==> src/rtl/sdp_rdma_rd_arb_pkg.sv <==
// Shared SDP RDMA read-arbiter definitions: client indices, request field
// positions and the in-order context entry layout.
package sdp_rdma_rd_arb_pkg;

    localparam int NUM_CL = 4;

    localparam logic [1:0] MRDMA = 2'd0;
    localparam logic [1:0] BRDMA = 2'd1;
    localparam logic [1:0] NRDMA = 2'd2;
    localparam logic [1:0] ERDMA = 2'd3;

    localparam int ADDR_LSB = 0;
    localparam int ADDR_MSB = 63;
    localparam int SIZE_LSB = 64;
    localparam int SIZE_MSB = 78;

    localparam int CTX_W = 18;

    // beats holds the request size, i.e. number of response beats minus one
    typedef struct packed {
        logic [1:0]  id;
        logic        ram_type;
        logic [14:0] beats;
    } ctx_entry_t;

endpackage

==> src/rtl/sdp_rdma_ctx_fifo.sv <==
// Flop-based synchronous FIFO holding the issue-order context of accepted
// read requests. Pointers carry one extra wrap bit to tell full from empty.
module sdp_rdma_ctx_fifo
    import sdp_rdma_rd_arb_pkg::*;
#(
    parameter int DEPTH = 8,
    parameter int W     = CTX_W
) (
    input  logic         clk,
    input  logic         rst_n,
    input  logic         push,
    input  logic [W-1:0] push_data,
    input  logic         pop,
    output logic [W-1:0] head,
    output logic         full,
    output logic         empty
);

    localparam int AW = $clog2(DEPTH);

    logic [AW:0]  wr_ptr;
    logic [AW:0]  rd_ptr;
    logic [W-1:0] mem [DEPTH];

    assign empty = (wr_ptr == rd_ptr);
    assign full  = (wr_ptr[AW] != rd_ptr[AW]) && (wr_ptr[AW-1:0] == rd_ptr[AW-1:0]);
    assign head  = mem[rd_ptr[AW-1:0]];

    always_ff @(posedge clk or negedge rst_n) begin
        if (!rst_n) begin
            wr_ptr <= '0;
            rd_ptr <= '0;
        end else begin
            if (push && !full)
                wr_ptr <= wr_ptr + (AW+1)'(1);
            if (pop && !empty)
                rd_ptr <= rd_ptr + (AW+1)'(1);
        end
    end

    // storage is data only; validity comes from the pointers
    always_ff @(posedge clk) begin
        if (push && !full)
            mem[wr_ptr[AW-1:0]] <= push_data;
    end

endmodule

==> src/rtl/sdp_rdma_rd_arb.sv <==
// Round-robin arbiter sharing one SDP RDMA dmaif read port among four clients,
// with in-order response routing driven by a context FIFO.
module sdp_rdma_rd_arb
    import sdp_rdma_rd_arb_pkg::*;
#(
    parameter int REQ_W     = 79,
    parameter int RSP_W     = 514,
    parameter int ORD_DEPTH = 8
) (
    input  logic                      nvdla_core_clk,
    input  logic                      nvdla_core_rstn,
    input  logic [NUM_CL-1:0]         cl_req_vld,
    output logic [NUM_CL-1:0]         cl_req_rdy,
    input  logic [NUM_CL*REQ_W-1:0]   cl_req_pd,
    input  logic [NUM_CL-1:0]         cl_req_ram_type,
    output logic [NUM_CL-1:0]         cl_rsp_vld,
    input  logic [NUM_CL-1:0]         cl_rsp_rdy,
    output logic [RSP_W-1:0]          cl_rsp_pd,
    input  logic [NUM_CL-1:0]         cl_cdt_lat_fifo_pop,
    output logic                      dma_rd_req_vld,
    input  logic                      dma_rd_req_rdy,
    output logic [REQ_W-1:0]          dma_rd_req_pd,
    output logic                      dma_rd_req_ram_type,
    input  logic                      dma_rd_rsp_vld,
    output logic                      dma_rd_rsp_rdy,
    input  logic [RSP_W-1:0]          dma_rd_rsp_pd,
    output logic                      dma_rd_rsp_ram_type,
    output logic                      dma_rd_cdt_lat_fifo_pop,
    output logic                      arb_idle
);

    logic [1:0]       rr_ptr;
    logic [1:0]       lock_id;
    logic             lock;
    logic [1:0]       scan_id;
    logic             scan_hit;
    logic [1:0]       grant;
    logic             any_vld;
    logic             req_acc;
    logic             rsp_acc;
    logic             ctx_pop;
    logic             ctx_full;
    logic             ctx_empty;
    logic [14:0]      beat_cnt;
    ctx_entry_t       push_ent;
    ctx_entry_t       head;
    logic [CTX_W-1:0] head_raw;

    always_comb begin
        scan_id  = rr_ptr;
        scan_hit = 1'b0;
        for (int k = 0; k < NUM_CL; k++) begin
            if (!scan_hit && cl_req_vld[rr_ptr + 2'(k)]) begin
                scan_id  = rr_ptr + 2'(k);
                scan_hit = 1'b1;
            end
        end
    end

    // a stalled request keeps its grant so the payload cannot switch clients
    assign grant               = lock ? lock_id : scan_id;
    assign any_vld             = |cl_req_vld;
    assign dma_rd_req_vld      = any_vld & ~ctx_full;
    assign req_acc             = dma_rd_req_vld & dma_rd_req_rdy;
    assign cl_req_rdy          = req_acc ? (4'b0001 << grant) : 4'b0000;
    assign dma_rd_req_pd       = cl_req_pd[grant*REQ_W +: REQ_W];
    assign dma_rd_req_ram_type = cl_req_ram_type[grant];

    assign push_ent = '{id: grant, ram_type: cl_req_ram_type[grant],
                        beats: dma_rd_req_pd[SIZE_MSB:SIZE_LSB]};

    always_ff @(posedge nvdla_core_clk or negedge nvdla_core_rstn) begin
        if (!nvdla_core_rstn) begin
            rr_ptr  <= MRDMA;
            lock    <= 1'b0;
            lock_id <= MRDMA;
        end else if (req_acc) begin
            rr_ptr  <= grant + 2'd1;
            lock    <= 1'b0;
        end else if (dma_rd_req_vld) begin
            lock    <= 1'b1;
            lock_id <= grant;
        end
    end

    sdp_rdma_ctx_fifo #(
        .DEPTH (ORD_DEPTH),
        .W     (CTX_W)
    ) u_ctx_fifo (
        .clk       (nvdla_core_clk),
        .rst_n     (nvdla_core_rstn),
        .push      (req_acc),
        .push_data (push_ent),
        .pop       (ctx_pop),
        .head      (head_raw),
        .full      (ctx_full),
        .empty     (ctx_empty)
    );

    assign head = ctx_entry_t'(head_raw);

    // an empty FIFO parks the dmaif response select on mcif
    assign dma_rd_rsp_ram_type = ctx_empty ? 1'b1 : head.ram_type;
    assign cl_rsp_vld          = (dma_rd_rsp_vld & ~ctx_empty) ? (4'b0001 << head.id) : 4'b0000;
    assign dma_rd_rsp_rdy      = cl_rsp_rdy[head.id] & ~ctx_empty;
    assign cl_rsp_pd           = dma_rd_rsp_pd;
    assign rsp_acc             = dma_rd_rsp_vld & dma_rd_rsp_rdy;
    assign ctx_pop             = rsp_acc & (beat_cnt == head.beats);

    always_ff @(posedge nvdla_core_clk or negedge nvdla_core_rstn) begin
        if (!nvdla_core_rstn)
            beat_cnt <= '0;
        else if (rsp_acc)
            beat_cnt <= ctx_pop ? 15'd0 : beat_cnt + 15'd1;
    end

    assign dma_rd_cdt_lat_fifo_pop = |cl_cdt_lat_fifo_pop;
    assign arb_idle                = ctx_empty & ~any_vld & ~lock;

endmodule

==> config.mk <==
export PLATFORM = sky130hd
export DESIGN_NAME = sdp_rdma_rd_arb
export DESIGN_NICKNAME = d
export VERILOG_FILES = /design/src/rtl/sdp_rdma_rd_arb_pkg.sv /design/src/rtl/sdp_rdma_ctx_fifo.sv /design/src/rtl/sdp_rdma_rd_arb.sv
export SDC_FILE = /design/constraint.sdc
export NUM_CORES = 1
export LEC_CHECK = 0
export CORE_AREA = 4 4 561 563
export DETAILED_ROUTE_END_ITERATION = 10
export DIE_AREA = 0 0 565 567
export GPL_TIMING_DRIVEN = 0
export SYNTH_ARGS = -nofsm -noshare
export SYNTH_HDL_FRONTEND = slang
export SYNTH_SLANG_ARGS = --single-unit
export TNS_END_PERCENT = 20
==> constraint.sdc <==
create_clock -name nvdla_core_clk -period 4.2 [get_ports nvdla_core_clk]
set_clock_uncertainty 0.15 [all_clocks]
set_input_delay 1.05 -clock nvdla_core_clk [delete_from_list [all_inputs] [get_ports nvdla_core_clk]]
set_output_delay 1.05 -clock nvdla_core_clk [all_outputs]
set_load 0.01 [all_outputs]
# [Word-level counts from Yosys, hierarchy flattened]
# Memory sizes are Yosys's and may differ from the RTL's.
# Cells that the tools add are included.
[totals] ff_bits=28 mem_bits_rw=144 out_inout_bits=607 n_memories=1
[op_classes] addsub=7 mul=1 n_lt_le_gt_ge=6 n_eq_ne=4 n_shift=3 mux=27 bitwise=13 n_reduce_logical=15
[mem_list] memory="u_ctx_fifo.mem" words=8 word_bits=18 rd=1 rd_ports_with_merged_regs=0 write_ports=1 line="sdp_rdma_ctx_fifo.sv:23" source="logic [W-1:0] mem [DEPTH];"
[op_table] cell="indexed part select 316 x 10 -> 79 bit" count=1
[op_table] cell="< comparator 2 x 3 -> 1 bit (second input constant)" count=6
[op_table] cell="adder 15 x 1 -> 15 bit (second input constant)" count=1
[op_table] cell="equality test 15 bit" count=1
[op_table] cell="two-way mux 15 bit" count=1
[op_table] cell="two-way mux 1 bit" count=14
[op_table] cell="binary-select mux 1 bit (select 2 bit)" count=6
[op_table] cell="multiplier 2 x 7 -> 9 bit (second input constant)" count=1
[op_table] cell="adder 4 x 1 -> 4 bit (second input constant)" count=2
[op_table] cell="AND 1 bit" count=8
[op_table] cell="two-way mux 2 bit" count=4
[op_table] cell="two-way mux 4 bit" count=2
[op_table] cell="OR reduction 4 bit" count=2
[op_table] cell="<< shifter 1 x 2 -> 4 bit (first input constant)" count=2
[op_table] cell="logical AND 1 bit" count=6
[op_table] cell="zero test 1 bit" count=5
[op_table] cell="NOT 1 bit" count=5
[op_table] cell="adder 2 x 1 -> 2 bit (second input constant)" count=2
[op_table] cell="adder 2 bit (second input constant)" count=2
[op_table] cell="equality test 4 bit" count=1
[op_table] cell="equality test 3 bit" count=1
[op_table] cell="AND reduction 2 bit" count=1
[op_table] cell="nonzero test 2 bit" count=1
[op_table] cell="!= test 1 bit" count=1

# [Depth between registers and ports, before layout]
[depth] depth_word=15 ltp_mapped=11 depth_no_buf=8

# [Modules after synthesis]
# A second synthesis with hierarchy kept.
[unflattened] cells_unflattened=1486 hier_area_um2=14809.2
[modules_own_cells] module="sdp_rdma_rd_arb" n_inst=1 cells_per_inst=1219 area_per_inst_um2=8744.6 seq_area_each_um2=500.5
[modules_own_cells] module="sdp_rdma_ctx_fifo" n_inst=1 cells_per_inst=267 area_per_inst_um2=6064.6 seq_area_each_um2=4524.3

# [Least setup slack after synthesis]
# OpenSTA, ideal clock, no wires.
[synth_path] kind="input-to-output" startpoint="input port cl_req_vld[2]" endpoint="output port dma_rd_req_pd[69]" t_arrival_ns=2.923 required_time_ns=3.000 path_slack_ns=0.077 path_stages=9 path_cell_list="nor2b_1 -> a21oi_1 -> o21ai_0 -> o31a_1 -> inv_1 -> clkbuf_1 -> clkbuf_1 -> nand2_1 -> a31oi_1"
[synth_via] elab_chain_cells=15 elab_cells_between_ends=23 cone_classes="1 x mul; 1 x shift; 15 x mux; 6 x reduce/logical"
[synth_lines] element="start: declaration" line="sdp_rdma_rd_arb.sv:12" source="input logic [NUM_CL-1:0] cl_req_vld,"
[synth_lines] element="binary-select mux 1 bit (select 2 bit)" line="sdp_rdma_rd_arb.sv:53" source="if (!scan_hit && cl_req_vld[rr_ptr + 2'(k)]) begin"
[synth_lines] element="two-way mux 1 bit (implied by the code)" line="sdp_rdma_rd_arb.sv:53"
[synth_lines] element="two-way mux 1 bit" line="sdp_rdma_rd_arb.sv:53"
[synth_lines] element="zero test 1 bit" line="sdp_rdma_rd_arb.sv:53"
[synth_lines] element="logical AND 1 bit" line="sdp_rdma_rd_arb.sv:53"
[synth_lines] element="two-way mux 1 bit" line="sdp_rdma_rd_arb.sv:53"
[synth_lines] element="zero test 1 bit" line="sdp_rdma_rd_arb.sv:53"
[synth_lines] element="logical AND 1 bit" line="sdp_rdma_rd_arb.sv:53"
[synth_lines] element="two-way mux 1 bit" line="sdp_rdma_rd_arb.sv:53"
[synth_lines] element="zero test 1 bit" line="sdp_rdma_rd_arb.sv:53"
[synth_lines] element="logical AND 1 bit" line="sdp_rdma_rd_arb.sv:53"
[synth_lines] element="two-way mux 2 bit *" line="sdp_rdma_rd_arb.sv:53"
[synth_lines] element="two-way mux 2 bit *" line="sdp_rdma_rd_arb.sv:61" source="assign grant = lock ? lock_id : scan_id;"
[synth_lines] element="net grant[0]" line="sdp_rdma_rd_arb.sv:37" source="logic [1:0] grant;"
[synth_lines] element="multiplier 2 x 7 -> 9 bit *" line="sdp_rdma_rd_arb.sv:66" source="assign dma_rd_req_pd = cl_req_pd[grant*REQ_W +: REQ_W];"
[synth_lines] element="indexed part select 316 x 10 -> 79 bit *" line="sdp_rdma_rd_arb.sv:66"
[synth_lines] element="end: declaration" line="sdp_rdma_rd_arb.sv:22" source="output logic [REQ_W-1:0] dma_rd_req_pd,"
# Mark *: on every way through the listed nets, which the timed path passes. The rest lies on a longest branch. The select of a mux whose other input is x is not followed.

# [Worst setup path after layout]
[layout_path] startpoint="input port cl_req_vld[2]" endpoint="output port dma_rd_req_pd[72]"
[layout_via] elab_chain_cells=15 elab_cells_between_ends=23 cone_classes="1 x mul; 1 x shift; 15 x mux; 6 x reduce/logical"
[layout_lines] element="binary-select mux 1 bit (select 2 bit)" line="sdp_rdma_rd_arb.sv:53"
[layout_lines] element="two-way mux 1 bit (implied by the code)" line="sdp_rdma_rd_arb.sv:53"
[layout_lines] element="two-way mux 1 bit" line="sdp_rdma_rd_arb.sv:53"
[layout_lines] element="zero test 1 bit" line="sdp_rdma_rd_arb.sv:53"
[layout_lines] element="logical AND 1 bit" line="sdp_rdma_rd_arb.sv:53"
[layout_lines] element="two-way mux 1 bit" line="sdp_rdma_rd_arb.sv:53"
[layout_lines] element="zero test 1 bit" line="sdp_rdma_rd_arb.sv:53"
[layout_lines] element="logical AND 1 bit" line="sdp_rdma_rd_arb.sv:53"
[layout_lines] element="two-way mux 1 bit" line="sdp_rdma_rd_arb.sv:53"
[layout_lines] element="zero test 1 bit" line="sdp_rdma_rd_arb.sv:53"
[layout_lines] element="logical AND 1 bit" line="sdp_rdma_rd_arb.sv:53"
[layout_lines] element="two-way mux 2 bit *" line="sdp_rdma_rd_arb.sv:53"
[layout_lines] element="two-way mux 2 bit *" line="sdp_rdma_rd_arb.sv:61"
[layout_lines] element="multiplier 2 x 7 -> 9 bit *" line="sdp_rdma_rd_arb.sv:66"
[layout_lines] element="indexed part select 316 x 10 -> 79 bit *" line="sdp_rdma_rd_arb.sv:66"
# Mark *: on every way between the ends. The rest lies on a longest branch, timed or not. The select of a mux whose other input is x is not followed.

==> results.md <==
* Worst-Skew Late Latency at ~0.44 ns
* Synth Instances at 1,464
* DIE WIDTH at between 500 and 600 µm
* I/O pins at approximately 1,500
* DP Worst Slack at -4.442 ns
* Biggest area consumer among synthesized cells: edfxtp_1
* Antenna-violating nets left at 0
* Area delta synth->final at 145.2%
* Initial DRC count at 1,203
* Leak at about 12 nW
* Largest net degree at the start of global routing at 29
* Synth warn at 0
* Wire length per cell at around 36 µm
* Deepest clock path buffer count at 2
* GPL Wtd Cong at 0.8801
* Final Cycle Share at 106.3%
* Count leader, synth: buf_4
* Post-synth EDFFs at roughly 140
* Critical Path RT at roughly 3.0 ns
* Cts bufs inserted at 17
* Worst Hold Class: reg2reg
* Num Clock Sinks at 172
* Setup crit end kind: output pin
* Critical Path AT at about 3.3 ns
* Worst-margin pin slew at 1.081 ns
* Site Rows at just over 200
* Largest cells by area after synthesis: edfxtp_1 32%, buf_4 29%, nand2_1 9.6%
* Worst hold endpoint: u_ctx_fifo.wr_ptr[3]
* Worst reg2reg path endpoint: u_ctx_fifo.mem[0][4]
* Distinct cell type count after synthesis at 44
* Flops & latches, synth at ~170
* Worst Min Path Start: u_ctx_fifo.wr_ptr[3]
* NumNets Final at roughly 3,400
* Setup slack after layout at -0.2644 ns
* Slew Limit Fails at 0
* Synth Flop Type: edfxtp_1
* Hold Vio Cnt, Final at 0
* H-tree depth at 4
* Max frequency at 224.0 MHz
* Post-layout min period at roughly 4.5 ns
* Failing checks: negative setup slack
* DR vias at 16,270
* Worst r2r src: u_ctx_fifo.rd_ptr[0]
* Initial antenna violation count at ~240
* CTS tree: built
* Vias in the first global route at 15,320
* R2r setup slk at approximately 0.63 ns
* RSZ-0062 raised after global routing: yes
* Fin util at 10.73%
* Final number of setup-violating endpoints at between 70 and 80
* Sequential-to-total area share from yosys stat at a little under two fifths
* Grt ovf at 0
* # DRC at 0
* Max-cap viol count at 0
* Synth cell count leaders: 515 x buf_4, 345 x nand2_1, 144 x edfxtp_1
* Initial Util at 4.376%
* Vias per Instance at ~2.4
* Root Buffer: clkbuf_16
* Asr flop ratio synth at between 10% and 20%
* Worst slew margin at 27.75%
* CORE AREA at between 300,000 and 400,000 µm²
* PortBufs at 942
* VDD IR max at around 0.3 mV
* Worst setup SP type: input pin
* Hold Slack at about 0.34 ns
* Reg2Reg Depth at 10
* Mapped Nets at 2,317
* Pwr Density at 564.1 nW/µm²
* Outcome: finished, violations left
* Fin Setup TNS at -10.46 ns
* Share of cells above drive strength 1 at a little over two fifths
* Overall routed net length at roughly 240,000 µm
* CP Class: in2out
* First-pass GRT wire length at between 200,000 and 300,000 µm
* Share of the synthesized area in the top cell type at about a third
* Die height at between 500 and 600 µm
* Syn Area/Cell at 9.232 µm²
* DRT Pass-1 Iters at 5
* Crit path max fanout at 5
* CTS hold repair buffers at 0
* Synth Cell Area at approximately 14,000 µm²
* DPL Wire Length at between 200,000 and 250,000 µm
* CTS clk-pin slew, worst paths at 0.07 ns
* Die area at about 320,000 µm²
* Hold depth at 1
* Tot GR Track Use at ~14%
==> layout by cell type, fill, tap and decap left out, types with 7 or more instances in the layout <==
master / instances
nor2_1: 20
nand2_2: 58
edfxtp_1: 144
clkbuf_8: 13
clkbuf_2: 8
a31oi_4: 68
buf_2: 8
buf_4: 549
clkbuf_16: 56
a31oi_2: 7
nand3_1: 11
clkdlybuf4s50_1: 853
diode_2: 16
nand2_1: 265
mux2i_1: 15
nor3_1: 7
dfrtp_1: 26
buf_8: 30
xnor2_1: 14
mux4_2: 31
buf_12: 66
xor2_1: 25
and3_4: 66
nand2_4: 22
buf_6: 39
clkbuf_1: 7
and3_1: 20
==> metrics by stage <==
step                      instance area [µm²]  std cells  total power, mW
after floorplan                         13520       1464            5.421
after global placement                  28100       6526            12.73
after detailed placement                28410       6543            12.88
after CTS                               32390       6648            18.53
after global routing                    33100       6652            19.72
final                                   33140       6665            18.69
==> cell families after synthesis <==
| group | Yosys count | synth area share (%) |
|---|---|---|
| buf+inv | 593 | 31.11 |
| simple gates | 503 | 16.49 |
| flops | 172 | 37.18 |
| compound gates | 96 | 4.508 |
| mux | 58 | 7.915 |
| xor+xnor | 39 | 2.527 |
| fa+ha+maj | 3 | 0.2778 |
==> report_power, final <==
group	internal, mW	total [mW]	switching [mW]	leakage, nW
Combinational	6.17	14.6	8.38	9.90
Clock	0.793	1.56	0.765	0.282
Sequential	2.46	2.58	0.123	1.67
==> registers in the layout, summed over array words and instances, names as in the netlist <==
signal and flops:
lock 1, u_ctx_fifo.wr_ptr 4, beat_cnt 15, rr_ptr 2, u_ctx_fifo.mem 144, lock_id 2, u_ctx_fifo.rd_ptr 4
==> per-layer routing <==
layer	wire [µm]	track usage, %	up-vias
met5	479	0	-
met4	5005	1.420	76
met3	54580	14.31	401
met2	100400	21.51	1676
met1	77680	13.88	7522
li1	-	-	6598
==> worst max-delay path, stage by stage <==
cell and delay (ns):
buf_8 0.10, nor2b_4 0.12, a21oi_2 0.11, o21ai_1 0.07, o31a_2 0.42, inv_8 0.15
clkbuf_16 0.19, clkbuf_16 0.20, buf_12 0.13, nand2_2 0.04, and3_4 0.18, a31oi_4 0.18
buf_12 0.15, buf_12 0.12
==> repair_timing <==
action	4_1_cts	5_1_grt
resized for setup	1087	196
pin swaps	99	55
cloned	20	0
setup endpoints to repair	241	90
buffers inserted	54	4
==> area by class of cell <==
class                           instances  area [µm²]
Antenna cell                           16       40.04
Buffer                                586        4927
Clock buffer                           17       425.4
Clock inverter                         15       153.9
Fill cell                           35340      275700
Inverter                                6       30.03
Multi-Input combinational cell        699        6091
Sequential cell                       172        5027
Tap cell                             4120        5155
Timing Repair Buffer                 1034       11290
==> worst max-delay path by stage <==
stage | start | end | slack [ns] | cells past startpoint
detailed placement | cl_req_vld[2] | dma_rd_req_pd[17] | -4.44 | 11
global route | cl_req_vld[2] | dma_rd_req_pd[3] | -0.31 | 12
finish | cl_req_vld[2] | dma_rd_req_pd[72] | -0.26 | 14
global placement | cl_req_vld[2] | dma_rd_req_pd[72] | -5.14 | 11
CTS | cl_req_vld[2] | dma_rd_req_pd[3] | -0.34 | 12
floorplan | cl_req_vld[2] | dma_rd_req_pd[69] | 0.08 | 9
Power figures use the tool's default switching activity.
